**src/rtl/des_cbc_if.sv**
```systemverilog
// des_cbc_if: plaintext/ciphertext handshakes plus the encryptor data/key/result bus
interface des_cbc_if;
  logic        start;
  logic [63:0] key_in;
  logic [63:0] iv_in;
  logic        in_valid;
  logic        in_ready;
  logic [63:0] in_data;
  logic        in_last;
  logic        out_valid;
  logic        out_ready;
  logic [63:0] out_data;
  logic        out_last;
  logic        busy;
  logic [63:0] core_data;
  logic [63:0] core_key;
  logic [63:0] core_result;
  modport master (
    output start, key_in, iv_in, in_valid, in_data, in_last, out_ready, core_result,
    input  in_ready, out_valid, out_data, out_last, busy, core_data, core_key
  );
  modport slave (
    input  start, key_in, iv_in, in_valid, in_data, in_last, out_ready, core_result,
    output in_ready, out_valid, out_data, out_last, busy, core_data, core_key
  );
endinterface

```
**src/rtl/des_cbc_ctrl.sv**
```systemverilog
// des_cbc_ctrl: CBC chaining controller wrapped around a fixed-latency DES encryptor
module des_cbc_ctrl #(
  parameter int CORE_LATENCY = 16
) (
  input logic      clk,
  input logic      rst,
  des_cbc_if.slave bus
);
  localparam int CW = $clog2(CORE_LATENCY + 1);
  typedef enum logic [1:0] {IDLE, WAIT_BLK, RUN, OUT} state_t;
  state_t          state_q, state_d;
  logic [CW-1:0]   cnt_q, cnt_d;
  logic [63:0]     chain_q, chain_d;
  logic [63:0]     core_data_q, core_data_d;
  logic [63:0]     core_key_q, core_key_d;
  logic [63:0]     out_data_q, out_data_d;
  logic            out_last_q, out_last_d;
  logic            last_q, last_d;
  assign bus.in_ready  = state_q == WAIT_BLK;
  assign bus.out_valid = state_q == OUT;
  assign bus.busy      = state_q != IDLE;
  assign bus.core_data = core_data_q;
  assign bus.core_key  = core_key_q;
  assign bus.out_data  = out_data_q;
  assign bus.out_last  = out_last_q;
  // Next-state logic: the counter only restarts on an accept, so stale pipeline data is never captured
  always_comb begin
    state_d     = state_q;
    cnt_d       = cnt_q;
    chain_d     = chain_q;
    core_data_d = core_data_q;
    core_key_d  = core_key_q;
    out_data_d  = out_data_q;
    out_last_d  = out_last_q;
    last_d      = last_q;
    case (state_q)
      IDLE: if (bus.start) begin
        core_key_d = bus.key_in;
        chain_d    = bus.iv_in;
        state_d    = WAIT_BLK;
      end
      WAIT_BLK: if (bus.in_valid) begin
        core_data_d = bus.in_data ^ chain_q;
        last_d      = bus.in_last;
        cnt_d       = '0;
        state_d     = RUN;
      end
      RUN: begin
        cnt_d = cnt_q + 1'b1;
        if (cnt_q == CW'(CORE_LATENCY)) begin
          out_data_d = bus.core_result;
          chain_d    = bus.core_result;
          out_last_d = last_q;
          state_d    = OUT;
        end
      end
      OUT: if (bus.out_ready) state_d = last_q ? IDLE : WAIT_BLK;
      default: state_d = IDLE;
    endcase
  end
  // State and datapath registers with asynchronous reset
  always_ff @(posedge clk or posedge rst) begin
    if (rst) begin
      state_q     <= IDLE;
      cnt_q       <= '0;
      chain_q     <= '0;
      core_data_q <= '0;
      core_key_q  <= '0;
      out_data_q  <= '0;
      out_last_q  <= 1'b0;
      last_q      <= 1'b0;
    end else begin
      state_q     <= state_d;
      cnt_q       <= cnt_d;
      chain_q     <= chain_d;
      core_data_q <= core_data_d;
      core_key_q  <= core_key_d;
      out_data_q  <= out_data_d;
      out_last_q  <= out_last_d;
      last_q      <= last_d;
    end
  end
endmodule
```
**src/flat_wrapper.sv**
```systemverilog
// flat-port wrapper written by rule: the top's interface ports become plain ports
module des_cbc_ctrl_flat 
#(
  parameter int CORE_LATENCY = 16
)
  (clk, rst, bus_start, bus_key_in, bus_iv_in, bus_in_valid, bus_in_data, bus_in_last, bus_out_ready, bus_core_result, bus_in_ready, bus_out_valid, bus_out_data, bus_out_last, bus_busy, bus_core_data, bus_core_key);
  des_cbc_if bus_i ();
  input logic clk;
  input logic rst;
  input wire logic [$bits(bus_i.start)-1:0] bus_start;
  input wire logic [$bits(bus_i.key_in)-1:0] bus_key_in;
  input wire logic [$bits(bus_i.iv_in)-1:0] bus_iv_in;
  input wire logic [$bits(bus_i.in_valid)-1:0] bus_in_valid;
  input wire logic [$bits(bus_i.in_data)-1:0] bus_in_data;
  input wire logic [$bits(bus_i.in_last)-1:0] bus_in_last;
  input wire logic [$bits(bus_i.out_ready)-1:0] bus_out_ready;
  input wire logic [$bits(bus_i.core_result)-1:0] bus_core_result;
  output wire logic [$bits(bus_i.in_ready)-1:0] bus_in_ready;
  output wire logic [$bits(bus_i.out_valid)-1:0] bus_out_valid;
  output wire logic [$bits(bus_i.out_data)-1:0] bus_out_data;
  output wire logic [$bits(bus_i.out_last)-1:0] bus_out_last;
  output wire logic [$bits(bus_i.busy)-1:0] bus_busy;
  output wire logic [$bits(bus_i.core_data)-1:0] bus_core_data;
  output wire logic [$bits(bus_i.core_key)-1:0] bus_core_key;
  assign bus_i.start = bus_start;
  assign bus_i.key_in = bus_key_in;
  assign bus_i.iv_in = bus_iv_in;
  assign bus_i.in_valid = bus_in_valid;
  assign bus_i.in_data = bus_in_data;
  assign bus_i.in_last = bus_in_last;
  assign bus_i.out_ready = bus_out_ready;
  assign bus_i.core_result = bus_core_result;
  assign bus_in_ready = bus_i.in_ready;
  assign bus_out_valid = bus_i.out_valid;
  assign bus_out_data = bus_i.out_data;
  assign bus_out_last = bus_i.out_last;
  assign bus_busy = bus_i.busy;
  assign bus_core_data = bus_i.core_data;
  assign bus_core_key = bus_i.core_key;
  des_cbc_ctrl #(.CORE_LATENCY(CORE_LATENCY)) u_core (.clk(clk), .rst(rst), .bus(bus_i));
endmodule
```
**config.mk**
```make
export PLATFORM = sky130hd
export DESIGN_NAME = des_cbc_ctrl_flat
export DESIGN_NICKNAME = d
export VERILOG_FILES = /design/src/rtl/des_cbc_if.sv /design/src/rtl/des_cbc_ctrl.sv /design/src/flat_wrapper.sv
export SDC_FILE = /design/constraint.sdc
export NUM_CORES = 1
export LEC_CHECK = 0
export CORE_UTILIZATION = 30
export CTS_CLUSTER_DIAMETER = 120
export DETAILED_ROUTE_END_ITERATION = 10
export GPL_TIMING_DRIVEN = 0
export SYNTH_ARGS = -nofsm -noshare
export SYNTH_HDL_FRONTEND = slang
export SYNTH_SLANG_ARGS = --single-unit
```
**constraint.sdc**
```tcl
create_clock -name clk -period 11 [get_ports clk]
set_input_delay 2.2 -clock clk [delete_from_list [all_inputs] [get_ports clk]]
set_output_delay 2.2 -clock clk [all_outputs]
set_load 0.02 [all_outputs]
```
; Word-level counts from Yosys, hierarchy flattened
; Cells that the tools add are included.
[word_totals]
output_inout_bits = 196
elab_cells = 39
ff_bits = 265
input_bits = 262
[classes]
reduce_logical = 10
n_mux = 11
add_sub_neg = 1
n_eq_ne = 8
bitwise_logic = 1
[op_table]
columns = operator, count
row1 = 64-bit 2-to-1 mux, 2
row2 = 64-bit one-hot mux with 2 select lines, 1
row3 = 64-bit XOR, 1
row4 = 5-bit one-hot mux with 2 select lines, 1
row5 = 2-bit 2-to-1 mux, 4
row6 = 2-bit one-hot mux with 4 select lines, 1
row7 = 2-bit AND reduction, 4
row8 = "2-bit inequality test, second input constant", 3
row9 = 2-bit nonzero test, 3
row10 = "5-bit by 1-bit adder with 5-bit output, second input constant", 1
row11 = "5-bit equality test, second input constant", 1
row12 = 5-bit 2-to-1 mux, 1
row13 = "2-bit equality test, second input constant", 2
row14 = 4-bit AND reduction, 1
row15 = 3-bit AND reduction, 1
row16 = "2-bit by 1-bit equality test with 1-bit output, second input constant", 1
row17 = 2-bit zero test, 1
row18 = "2-bit by 1-bit inequality test with 1-bit output, second input constant", 1
row19 = 1-bit 2-to-1 mux, 1

; Longest topological paths before layout
; Gate-level depths: netlist (run 1).
[depth]
ltp_word = 3
mapped_depth = 8
mapped_depth_nobuf = 5

; Worst setup path after synthesis (run 1)
; OpenSTA, ideal clock, no wires.
[synth_path]
path_kind = input -> register
from = input bus_start
to = register u_core.core_key_q[0], in the netlist u_core.bus.core_key[0]
arrival_ns = 3.182
setup_time_ns = 0.125
path_stages = 4
path_slack_ns = 7.693
n_path_buf = 2
t_required_ns = 10.875
path_cell_list = nand2_1 -> buf_1 -> buf_2 -> mux2_2
[synth_between]
elab_chain_len = 1
[synth_rtl]
columns = element, line
row1 = "start, declared", flat_wrapper.sv:10  ; input wire logic [$bits(bus_i.start)-1:0] bus_start;
row2 = 2-bit AND reduction (no line), -
row3 = "end signal, assigned", des_cbc_ctrl.sv:77  ; core_key_q <= core_key_d;
row4 = "end, declared", des_cbc_ctrl.sv:15  ; logic [63:0] core_key_q, core_key_d;
; Every way passes these cells.
; A chain may end at the register's enable or synchronous reset.

; Final worst setup path (run 1)
[layout_path]
from = register u_core.state_q[1]
to = output bus_in_ready
[layout_between]
elab_chain_len = 1
[layout_rtl]
columns = element, line
row1 = "start, declared", des_cbc_ctrl.sv:11  ; state_t state_q, state_d;
row2 = "start signal, assigned", des_cbc_ctrl.sv:73  ; state_q <= state_d;
row3 = 2-bit by 1-bit equality test with 1-bit output, des_cbc_ctrl.sv:19  ; assign bus.in_ready = state_q == WAIT_BLK;
row4 = "end, declared", flat_wrapper.sv:18  ; output wire logic [$bits(bus_i.in_ready)-1:0] bus_in_ready;
; Every way passes these cells.

==> results of run 1 <==
[power by group through the flow]
stage	Sequential, mW	Clock (mW)	Combinational (mW)
after floorplan	1.86	0	0.887
after global placement	1.58	0	2.03
after detailed placement	1.59	0	2.05
after CTS	1.58	1.04	2.06
after global routing	1.62	1.07	2.18
final	1.57	1.01	2.02
[stage by stage]
stage                       util  setup WS [ps]  hold WS (ps)  std cells  total power [mW]
after floorplan                -           1503         468.9        806             2.749
after global placement    0.4436          -2585         461.0       1774             3.607
after CTS                 0.4713           6679         482.2       1829             4.678
after detailed placement  0.4452           6402         469.1       1776             3.647
final                     0.4713           6721         474.0       1830             4.597
after global routing      0.4713           6607         492.6       1829             4.880
[metal layers]
layer | share of wire | track usage | vias up
met1 | 0.40 | 0.2048 | 3892
li1 | - | - | 3772
met5 | 0 | 0 | -
met4 | 0.019 | 0.04622 | 0
met3 | 0.092 | 0.05910 | 31
met2 | 0.48 | 0.2968 | 305
[cell type report]
cell class	instances	area, um2
Buffer	42	309.0
Fill cell	3423	19960
Sequential cell	265	6631
Multi-Input combinational cell	492	4567
Inverter	7	33.78
Tap cell	511	639.4
Antenna cell	1	2.502
Clock inverter	8	93.84
Timing Repair Buffer	459	4629
Clock buffer	45	888.4
[synthesized netlist by cell type]
library cell and n:
a2111oi_2 1, a211o_1 1, a21o_1 2, a21oi_1 1, a22oi_4 1, a32o_1 1
and2_1 1, buf_1 1, buf_12 5, buf_2 8, buf_4 1, buf_6 6
buf_8 1, clkbuf_1 20, dfrtp_1 265, ha_1 6, inv_1 7, mux2_2 208
mux2_4 50, mux2i_1 3, nand2_1 72, nand2b_1 2, nand4b_1 1, nand4bb_4 1
nor2b_1 5, nor4b_1 1, o21ai_0 67, o22ai_1 1, o31ai_1 1, o32a_1 1
or2_4 1, xnor2_1 64
[tightest hold or removal path: cells and delay by family, from the launching register on]
family	cells	cell delay, ps
and+or+nand+nor	1	40
DFF	1	330
AOI/OAI and AO/OA	1	60
[state kept, by name, indices dropped and copies added, names as in the netlist]
name,cells
u_core.bus.core_data,64
u_core.bus.core_key,64
u_core.bus.out_data,64
u_core.bus.out_last,1
u_core.chain_q,64
u_core.cnt_q,5
u_core.last_q,1
u_core.state_q,2
[how the worst min path moves through the flow]
stage / start / end / slack (ps) / cells after the start
final: u_core.bus.core_data[42]$_DFFE_PP0P_ / u_core.bus.core_data[42]$_DFFE_PP0P_ / 470 / 2
after global routing: u_core.bus.core_data[3]$_DFFE_PP0P_ / u_core.bus.core_data[3]$_DFFE_PP0P_ / 490 / 2
after CTS: u_core.bus.core_data[42]$_DFFE_PP0P_ / u_core.bus.core_data[42]$_DFFE_PP0P_ / 480 / 2
after detailed placement: u_core.bus.core_data[3]$_DFFE_PP0P_ / u_core.bus.core_data[3]$_DFFE_PP0P_ / 470 / 2
after global placement: u_core.bus.core_data[3]$_DFFE_PP0P_ / u_core.bus.core_data[3]$_DFFE_PP0P_ / 460 / 2
after floorplan: u_core.last_q$_DFFE_PP0P_ / u_core.last_q$_DFFE_PP0P_ / 470 / 2
[cell families after synthesis]
logic type	Yosys count
adder cells (fa/ha/maj)	6
multiplexers	261
flip-flops	265
buffers and inverters	49
XOR/XNOR	64
AO/OA/AOI/OAI	77
AND/OR/NAND/NOR	84
==> out/metrics.yaml, run 1 <==
dp_hpwl_mm: 25.37
vias: 8000
clock_sinks: 265
grt_pass1_vias: 8585
startpoint: "u_core.state_q[1]$_DFFE_PP0P_"
synth_area_um2: 11530
grt_max_degree: 121
fp.dieArea_um2: 39230
htree_levels: 1
detail_route.wl_per_cell_um: 18.81
mostFrequentLayoutCells: "clkdlybuf4s50_1, dfrtp_1, mux2_2"
cp_slowest_cell: "clkdlybuf4s50_1"
dieHeight_um: 198.1
drt_wl_total_mm: 34.43
synthCells: 806
initial_core_util: 0.3055
endpoint_kind: "output port"
endpoint: "bus_in_ready"
die_w_um: 198.1
hold_path_class: "reg2reg"
crit_chain: "inv_1 -> ha_1 -> clkdlybuf4s50_1"
path_class: "reg2out"
relSlewSlack: 0.4723
hold_buffers: 0
period_share: 0.3890
core-area_um2: 37760
power_frac_seq: 0.343
setup_viol: 0
cts_buffers: 31
antenna_found_initial: 2
place.gp.congestion: 0.7577
drc: 0
yosys-top-cells-area: "dfrtp_1, mux2_2, mux2_4"
slew_viol_final: 0
syn_area_per_cell_um2: 14.31
rows: 71
ir_drop_uv: 145.4
crit_path_max_incr_delay_ps: 690
p_switching_mw: 1.551
reg2reg_slack_ps: 8450
p_leak_nw: 7.473
worstRegToRegCells: 6
ant_nets: 0
cp-start-kind: "register"
grt-ovfl-total: 0
clock_latency_ps: 570
io_buffers: 457
drive_gt1_frac: 0.2511
synth_nets: 1074
design_area_um2: 17790
synth_compound_area_frac: 0.03764
layout_min_cycle_time_ps: 4279
path_buf_inv: 2
grt_use_total: 0.1728
clock.fmax_mhz: 233.7
drtIter0Drc: 212
p_per_area_nw_per_um2: 258.3
cts_resized: 0
p_comb_frac: 0.439
hold_viol: 0
layout_commonest_cell: "clkdlybuf4s50_1"
cts_root_buf: "clkbuf_16"
synth_fa_ha_area_frac: 0.006509
rsz0062_at_grt: "false"
finalSetupTns_ps: 0
avgViaCountPerCell: 4.372
cts_setup_buffers: 0
swShare: 0.3373
cp.depth: 3
drv_cap: 0
clk_pin_slew_ps: 60
synth_top_area_frac: 0.5750
ys_types: 32
cp_top_family: "buffers and inverters"
critPathRequiredTime_ps: 8800
synth_seq_cells: 265
ios: 458
nNetsFinal: 1566
drt_first_pass_iters: 4
status: "finished clean"
area_growth_pct: 54.29
tightest_slew_ps: 791.6
r2r-end: "u_core.bus.core_data[39]$_DFFE_PP0P_"
placed_area_um2: 16810
intPower_mw: 3.046
p_clk_frac: 0.219
grt_pass1_wl_mm: 51.56
yosys.area_share.simple: 0.03244
r2r_start: "u_core.state_q[1]$_DFFE_PP0P_"
synth_largest_area_cell: "dfrtp_1"
synth_top_family_by_area: "multiplexers"
yosysSeqAreaShare: 0.5750
synth-xor-area-share: 0.04860
arrival_ps: 2080
cts_buffer_depth: 3
fin_worst_skew_ps: 31.30
muxShareOfSynthArea: 0.2708
cp_max_fo: 6
cts_tree: "yes"
yosysWarnings: 0
Note: power is estimated with default switching activity, not from simulation.
==> run 2, diff against run 1 <==
==> constraint.sdc (replaced) <==
create_clock -name clk -period 3.95 [get_ports clk]
set_input_delay 0.79 -clock clk [delete_from_list [all_inputs] [get_ports clk]]
set_output_delay 0.79 -clock clk [all_outputs]
set_load 0.02 [all_outputs]
==> run 2 against run 1 <==
Utilization grew 0.18 points. Largest power group unchanged. Via count grew 1.9%. Flip-flop and latch count is the same. Register-to-register slack lost 7100 ps. Die area is the same. Critical path depth grew 1. Clock power grew to 2.7 times the previous value. Clock skew shrank 12 ps. Largest cell class unchanged. Hold slack gained 2.0 ps. Combinational power grew to 2.8 times the previous value.
==> out/metrics.yaml, run 2 (same netlist as run 1, synthesis figures left out) <==
finalNonFillerCells: 1835
tightest_slew_ps: 956.8
avgViaCountPerCell: 4.441
clock_latency_ps: 560
nNetsFinal: 1571
ant_nets: 0
core-area_um2: 37760
wl_met2_mm: 17.12
slew_viol_final: 0
worstHoldPathCells: 2
met3WireLength_mm: 3.003
drt_first_pass_iters: 4
fin_worst_skew_ps: 18.91
critPathRequiredTime_ps: 3160
setup_viol: 0
grt-ovfl-total: 0
clock_sinks: 265
layout_commonest_cell: "clkdlybuf4s50_1"
drt_wl_total_mm: 35.17
worstRegToRegCells: 6
area_growth_pct: 54.87
die_w_um: 198.1
n_antenna_cell: 0
vias: 8150
cts_tree: "yes"
r2r_start: "u_core.state_q[0]$_DFFE_PP0P_"
cp.depth: 4
rsz0062_at_grt: "false"
holdCritStartpoint: "u_core.bus.core_data[37]$_DFFE_PP0P_"
cp_max_fo: 6
mostFrequentLayoutCells: "clkdlybuf4s50_1, dfrtp_1, mux2_2"
drv_cap: 0
fp.dieArea_um2: 39230
arrival_ps: 2070
drc: 0
hold_viol: 0
drive_gt1_frac: 0.2560
drtIter0Drc: 176
grt_max_degree: 42
clk_pin_slew_ps: 60
hold_path_class: "reg2reg"
ir_drop_uv: 333.6
p_per_area_nw_per_um2: 716.5
period_share: 0.7235
antenna_found_initial: 1
dieHeight_um: 198.1
dp_hpwl_mm: 26.46
cts_buffers: 31
place.gp.congestion: 0.7375
cp_top_family: "buffers and inverters"
p_switching_mw: 4.345
grt_pass1_vias: 8617
routed.top_layer: "met5"
startpoint: "u_core.state_q[0]$_DFFE_PP0P_"
cts_buffer_depth: 3
hold_buffers: 0
power_frac_seq: 0.343
cp_slowest_cell: "clkdlybuf4s50_1"
swShare: 0.3395
p_leak_nw: 7.506
crit_chain: "inv_1 -> ha_1 -> inv_1 -> clkdlybuf4s50_1"
p_clk_frac: 0.216
layout_min_cycle_time_ps: 2858
critPathMostFrequentCell: "inv_1"
path_buf_inv: 3
initial_core_util: 0.3055
detail_route.wl_per_cell_um: 19.17
endpoint_kind: "output port"
htree_levels: 1
dp_cells: 1781
rows: 71
cts_resized: 0
crit_path_max_incr_delay_ps: 630
relSlewSlack: 0.3621
p_comb_frac: 0.441
intPower_mw: 8.453
hold_slack_ps: 476.1
drt-met1-wl_mm: 14.27
path_class: "reg2out"
status: "finished clean"
grt_pass1_wl_mm: 52.21
cp-start-kind: "register"
io_buffers: 457
grt_use_total: 0.1760
cts_root_buf: "clkbuf_16"
cts_setup_buffers: 0
clock.fmax_mhz: 349.9
ios: 458
run 2: cell count changes in the layout (fill, tap and decap cells not counted), sizes merged:
cell      previous run  this run
diode                1         0
clkinvlp             0         2
inv                  8         6
buf                 24        29
clkbuf              65        61
clkinv               5        10
run 2: worst paths after layout:
| path | to | slack (ps) |
|---|---|---|
| max | bus_busy | 1090 |
| min | u_core.bus.core_data[37]$_DFFE_PP0P_ | 480 |
| max reg2reg | u_core.chain_q[25]$_DFFE_PP0P_ | 1390 |
| min reg2reg | u_core.bus.core_data[37]$_DFFE_PP0P_ | 480 |
| max in group asynchronous | u_core.bus.out_data[19]$_DFFE_PP0P_ | 2240 |
| min in group asynchronous | u_core.bus.core_data[41]$_DFFE_PP0P_ | 630 |
run 2: per-stage QoR:
step	power (mW)	area (um2)	util	worst slack (ps)	TNS (ps)
after floorplan	7.657	11540	-	-337.5	-89440
after global placement	10.07	16750	0.4437	-2656	-694320
after detailed placement	10.19	16890	0.4474	751.3	0
after CTS	13.04	17860	0.4731	1031	0
after global routing	13.58	17860	0.4731	971.2	0
final	12.80	17860	0.4731	1092	0
run 2: area by class of cell:
type | count | area [um2]
Clock inverter | 13 | 117.6
Tap cell | 511 | 639.4
Buffer | 42 | 309.0
Fill cell | 3437 | 19890
Multi-Input combinational cell | 492 | 4567
Inverter | 7 | 30.03
Timing Repair Buffer | 464 | 4715
Clock buffer | 41 | 853.3
Sequential cell | 265 | 6631
run 2: worst register-to-register path: stages (launching register included):
cell	delay [ps]
dfrtp_1	440
inv_1	110
ha_1	140
buf_2	290
clkbuf_1	760
mux2_2	440
mux2_2	260
run 2: layer usage:
layer | global-route usage | vias up
li1 | - | 3791
met1 | 0.2107 | 4002
met2 | 0.3031 | 312
met3 | 0.05944 | 43
met4 | 0.04077 | 2
met5 | 0 | -
run 2: power groups by stage:
| stage | Sequential (mW) | Combinational [mW] | Clock (mW) |
|---|---|---|---|
| final | 4.38 | 5.64 | 2.77 |
| after CTS | 4.40 | 5.77 | 2.87 |
| after global placement | 4.39 | 5.68 | 0 |
| after floorplan | 5.19 | 2.47 | 0 |
| after detailed placement | 4.43 | 5.75 | 0 |
| after global routing | 4.51 | 6.08 | 2.99 |
